<file path="config.mk">
export PLATFORM = sky130hd
export DESIGN_NAME = result_skid_reg16
export DESIGN_NICKNAME = d
export VERILOG_FILES = /design/src/rtl/cpu_pkg.sv /design/src/rtl/result_slot.sv /design/src/rtl/result_skid_reg16.sv
export SDC_FILE = /design/constraint.sdc
export NUM_CORES = 1
export LEC_CHECK = 0
export CORE_MARGIN = 3
export CORE_UTILIZATION = 47
export DETAILED_ROUTE_END_ITERATION = 8
export GPL_TIMING_DRIVEN = 0
export MAX_ROUTING_LAYER = met4
export PLACE_DENSITY = 0.87
export RECOVER_POWER = 50
export SLEW_MARGIN = 10
export SYNTH_ARGS = -nofsm -noshare
export SYNTH_HDL_FRONTEND = slang
export SYNTH_SLANG_ARGS = --single-unit
export TNS_END_PERCENT = 5
</file>
<file path="constraint.sdc">
create_clock -name clk -period 2.15 [get_ports clk]
set_input_delay 0.645 -clock clk [delete_from_list [all_inputs] [get_ports clk]]
set_output_delay 0.645 -clock clk [all_outputs]
set_load 0.05 [all_outputs]
</file>
<file path="src/rtl/cpu_pkg.sv">
// Shared CPU datapath package: word width and skid-buffer state encoding.
// Used by result_skid_reg16 and result_slot.
package cpu_pkg;

    localparam int WORD_W = 16;

    typedef enum logic [1:0] {
        EMPTY = 2'd0,
        ONE   = 2'd1,
        FULL  = 2'd2
    } skid_state_t;

    function automatic logic word_is_zero(input logic [WORD_W-1:0] w);
        return (w == '0);
    endfunction

endpackage

</file>
<file path="src/rtl/result_slot.sv">
// One result storage entry: data plus optional zr/ng flags.
// Flag storage exists only when CPU_RESULT_FLAGS_EN is defined.
module result_slot
    import cpu_pkg::*;
#(
    parameter int WIDTH = WORD_W
) (
    input  logic             clk,
    input  logic             clr_i,
    input  logic             ld_i,
    input  logic [WIDTH-1:0] d_i,
`ifdef CPU_RESULT_FLAGS_EN
    input  logic             zr_i,
    input  logic             ng_i,
    output logic             zr_o,
    output logic             ng_o,
`endif
    output logic [WIDTH-1:0] q_o
);

    logic [WIDTH-1:0] data_q;

    always_ff @(posedge clk) begin
        if (clr_i) begin
            data_q <= '0;
        end else if (ld_i) begin
            data_q <= d_i;
        end
    end

    assign q_o = data_q;

`ifdef CPU_RESULT_FLAGS_EN
    logic zr_q;
    logic ng_q;

    always_ff @(posedge clk) begin
        if (clr_i) begin
            zr_q <= 1'b0;
            ng_q <= 1'b0;
        end else if (ld_i) begin
            zr_q <= zr_i;
            ng_q <= ng_i;
        end
    end

    assign zr_o = zr_q;
    assign ng_o = ng_q;
`endif

endmodule

</file>
<file path="src/rtl/result_skid_reg16.sv">
// Registered 2-entry skid output stage for 16-bit logic-unit results.
// Optional per-entry zr/ng flags via CPU_RESULT_FLAGS_EN.
module result_skid_reg16
    import cpu_pkg::*;
#(
    parameter int WIDTH = WORD_W
) (
    input  logic             clk,
    input  logic             reset,
    input  logic             in_valid,
    input  logic [WIDTH-1:0] in_data,
    output logic             in_ready,
    output logic             out_valid,
    output logic [WIDTH-1:0] out_data,
    output logic             out_zr,
    output logic             out_ng,
    input  logic             out_ready
);

    skid_state_t state_q;
    skid_state_t state_d;
    logic        in_ready_q;

    logic accept;
    logic pop;
    logic main_ld;
    logic main_from_skid;
    logic skid_ld;

    logic [WIDTH-1:0] main_q;
    logic [WIDTH-1:0] skid_q;
    logic [WIDTH-1:0] main_d;

    assign out_valid = (state_q != EMPTY);
    assign in_ready  = in_ready_q;
    assign accept    = in_valid & in_ready_q;
    assign pop       = out_valid & out_ready;

    always_ff @(posedge clk) begin
        if (reset) begin
            state_q    <= EMPTY;
            in_ready_q <= 1'b0;
        end else begin
            state_q    <= state_d;
            in_ready_q <= (state_d != FULL);
        end
    end

    always_comb begin
        state_d        = state_q;
        main_ld        = 1'b0;
        main_from_skid = 1'b0;
        skid_ld        = 1'b0;
        unique case (state_q)
            EMPTY: begin
                if (accept) begin
                    main_ld = 1'b1;
                    state_d = ONE;
                end
            end
            ONE: begin
                if (accept && pop) begin
                    main_ld = 1'b1;
                end else if (accept) begin
                    skid_ld = 1'b1;
                    state_d = FULL;
                end else if (pop) begin
                    state_d = EMPTY;
                end
            end
            FULL: begin
                // in_ready is low here, so only a pop can move us
                if (pop) begin
                    main_ld        = 1'b1;
                    main_from_skid = 1'b1;
                    state_d        = ONE;
                end
            end
            default: begin
                state_d = EMPTY;
            end
        endcase
    end

    assign main_d = main_from_skid ? skid_q : in_data;

`ifdef CPU_RESULT_FLAGS_EN
    logic in_zr;
    logic in_ng;
    logic main_zr_d;
    logic main_ng_d;
    logic main_zr_q;
    logic main_ng_q;
    logic skid_zr_q;
    logic skid_ng_q;

    assign in_zr     = (in_data == '0);
    assign in_ng     = in_data[WIDTH-1];
    assign main_zr_d = main_from_skid ? skid_zr_q : in_zr;
    assign main_ng_d = main_from_skid ? skid_ng_q : in_ng;

    result_slot #(.WIDTH(WIDTH)) u_main (
        .clk   (clk),
        .clr_i (reset),
        .ld_i  (main_ld),
        .d_i   (main_d),
        .zr_i  (main_zr_d),
        .ng_i  (main_ng_d),
        .zr_o  (main_zr_q),
        .ng_o  (main_ng_q),
        .q_o   (main_q)
    );

    result_slot #(.WIDTH(WIDTH)) u_skid (
        .clk   (clk),
        .clr_i (reset),
        .ld_i  (skid_ld),
        .d_i   (in_data),
        .zr_i  (in_zr),
        .ng_i  (in_ng),
        .zr_o  (skid_zr_q),
        .ng_o  (skid_ng_q),
        .q_o   (skid_q)
    );

    assign out_zr = main_zr_q;
    assign out_ng = main_ng_q;
`else
    result_slot #(.WIDTH(WIDTH)) u_main (
        .clk   (clk),
        .clr_i (reset),
        .ld_i  (main_ld),
        .d_i   (main_d),
        .q_o   (main_q)
    );

    result_slot #(.WIDTH(WIDTH)) u_skid (
        .clk   (clk),
        .clr_i (reset),
        .ld_i  (skid_ld),
        .d_i   (in_data),
        .q_o   (skid_q)
    );

    assign out_zr = 1'b0;
    assign out_ng = 1'b0;
`endif

    assign out_data = main_q;

endmodule

</file>
==> metrics.md, run 1 <==
| Metric | Value |
|---|---|
| Status | `finished, final reports clean` |
| Initial Utilization | `51.10%` |
| Share of power burned in the clock network | `23.8%` |
| GRT overflow | `0` |
| Area Overhead vs Synth | `25.41%` |
| Hold Crit Class | `flip-flop to flip-flop` |
| # Max-Cap Violations | `0` |
| Leak | `0.7807 nW` |
| Startpoint Class | `flip-flop` |
| Switching share of power | `32.23%` |
| Die W | `61.69 um` |
| H-tree levels | `2` |
| Fin. max-slew vios | `0` |
| Multi-input logic area | `689.4 um2` |
| Synth Flop Type | `dfxtp_1` |
| Diode count | `0` |
| Ys async rst share | `0%` |
| Max clock buf depth | `2` |
| Rows | `19` |
| Worst-path clk slew | `0.10 ns` |
| Layout cells sized above 1 | `10.53%` |
| Crit Path Category | `flip-flop to output pin` |
| Crit-path max FO | `7` |
| Period Utilization, post-route | `96.35%` |
| Post-synthesis sequential area ratio | `48.07%` |
| Mean Syn Cell Area | `10.05 um2` |
| Placed cell count | `213` |
| Slew @ Worst Pin | `0.6175 ns` |
| CP endpoint kind | `output pin` |
| DR iter-0 viols | `43` |
| First drt pass iteration count | `4` |
| Pin count of the biggest net entering global routing | `11` |
| Max Fclk | `482.7 MHz` |
| Finished Core Util | `64.08%` |
| Vias in the first global route | `1238` |
| Clock sinks | `35` |
| GR peak layer | `met2` |
| Routed len/inst | `14.99 um` |
| Cts hold-fix bufs | `0` |
| Clock Tree Root | `clkbuf_4` |
| Synth warn | `0` |
| Cells after Synth | `145` |
| #FFs+latches synth | `35` |
| Gr usage total | `19.66%` |
| Met3 Usage GRT | `4.752%` |
| Initial antenna violation count | `0` |
| Routed Antenna Nets | `0` |
| Mapped Area | `1458 um2` |
| Final net count | `211` |
| Sw Pwr | `423.6 uW` |
| Arr. time, crit path | `1.43 ns` |
| Worst Skew | `0.01035 ns` |
| Met2 usage | `32.59%` |
| Non-filler cells in the finished layout | `221` |
| Core ar. | `2853 um2` |
| Final HPWL DP | `2434 um` |
| Post-synth EDFFs | `0` |
| Die Area | `3806 um2` |
| CTS tree | `built` |
| Max-slew headroom | `59.01%` |
| Internal power | `890.7 uW` |
| Final setup vio count | `0` |
| Port bufs | `36` |
| Register area | `700.7 um2` |
| Via density | `5.462` |
| Fillers | `252` |
| Hold Violations, Final | `0` |
| Final Critical Period | `2.072 ns` |
| Worst vdd ir | `0.0004400 V` |
| Die Span Y | `61.69 um` |
| PwrDens | `719.0 nW/um2` |
| Via count | `1207` |
| Worst EP required | `1.50 ns` |
| Drt drc | `0` |
| Total Wirelength | `3312 um` |
| Netlist cell types | `23` |
| Worst-Skew Late Latency | `0.33 ns` |
| Global-route wire length before repair | `5278 um` |
| Proportion of power drawn by flip-flops and latches | `53.5%` |
| Ports | `40` |
| Combinational power share | `22.7%` |
| Final GP Congestion | `0.7784` |
| M1 GR Usage | `20.61%` |
| Number of buffers created by CTS | `5` |
[layer usage]
metal	part of all wire, %	wire (um)
met4	2.3	76
met1	40	1325
met2	52	1729
met5	0	0
met3	5.4	180
[area by class of cell]
type	count	area share, %
sequential	35	38.33
inverter	1	0.2053
multi-input combinational	98	37.71
timing repair buffer	38	15.47
clock buffer	6	2.259
buffer	12	3.901
tap	31	2.122
[cell usage after synthesis, drive strengths merged (2+ instances only)]
master,instances,area [um2]
a211oi,16,120.1
buf,8,52.54
nor2,34,127.6
nand3b,2,15.01
dfxtp,35,700.7
a21oi,2,10.01
clkbuf,4,15.01
mux2i,32,320.3
[per-stage QoR]
stage	setup WS [ns]	total power, mW	instance area, um2	hold WS [ns]	TNS [ns]
after floorplan	0.2309	0.9231	1461	0.4596	0
after global placement	-0.3104	1.037	1861	0.4720	-6.747
after detailed placement	-0.3704	1.049	1861	0.4815	-8.678
after CTS	0.008049	1.350	1916	0.5030	0
after global routing	-0.01479	1.375	1828	0.5292	-0.02062
final	0.07838	1.314	1828	0.5030	0
[layout by cell type (no fill, tap or decap), types with 2 or more instances in the layout]
cell / n
conb_1: 2
clkbuf_4: 6
a211oi_1: 16
nor2_1: 34
a21oi_1: 2
nand3b_1: 2
clkbuf_1: 19
clkdlybuf4s50_1: 17
mux2i_1: 32
buf_2: 2
dfxtp_1: 35
dlygate4sd2_1: 2
buf_4: 5
[kinds of logic after synthesis]
family,Yosys count,synth area share [%]
other,1,0.2573
AOI/OAI and AO/OA,21,10.82
and+or+nand+nor,43,13.99
buffers and inverters,13,4.891
DFF,35,48.07
muxes,32,21.97
[repair_timing]
action                     in CTS  in global routing
setup endpoints to repair      13                 25
resized for setup               5                 19
setup buffers                   2                  0
pin swaps                       1                  0
[worst max-delay path: stages (launching register included)]
cell             delay (ns)
dfxtp_1                0.47
or2_1                  0.23
clkdlybuf4s15_2        0.40
[state kept, by name, summed over array words and instances, names as in the netlist]
name,flops
u_skid.q_o,16
u_main.q_o,16
in_ready,1
state_q,2
[worst paths after layout]
kind	start	to	slack, ns	cells past startpoint
hold / removal	u_main.q_o[1]$_SDFFE_PP0P_	u_main.q_o[1]$_SDFFE_PP0P_	0.50	2
setup / recovery	state_q[1]$_SDFF_PP0_	out_valid	0.08	2
hold reg to reg	u_main.q_o[1]$_SDFFE_PP0P_	u_main.q_o[1]$_SDFFE_PP0P_	0.50	2
setup reg to reg	state_q[0]$_SDFF_PP0_	u_main.q_o[8]$_SDFFE_PP0P_	0.50	5
[power by group through the flow]
stage          clock (mW)  combinational, mW  sequential (mW)
2_1_floorplan           0              0.105            0.818
3_3_place_gp            0              0.321            0.716
3_5_place_dp            0              0.330            0.719
4_1_cts             0.316              0.329            0.704
5_1_grt             0.347              0.319            0.708
6_report            0.313              0.299            0.703
No activity file was read; power rests on OpenSTA's default activity.
==> run 2, diff against run 1 <==
--- a/config.mk
+++ b/config.mk
@@ -5,6 +5,7 @@
 export SDC_FILE = /design/constraint.sdc
 export NUM_CORES = 1
 export LEC_CHECK = 0
+export CAP_MARGIN = 10
 export CORE_MARGIN = 3
 export CORE_UTILIZATION = 47
 export DETAILED_ROUTE_END_ITERATION = 8
==> results of run 2 <==
The final DEF is identical to that of run 1; final timing and power are the same.
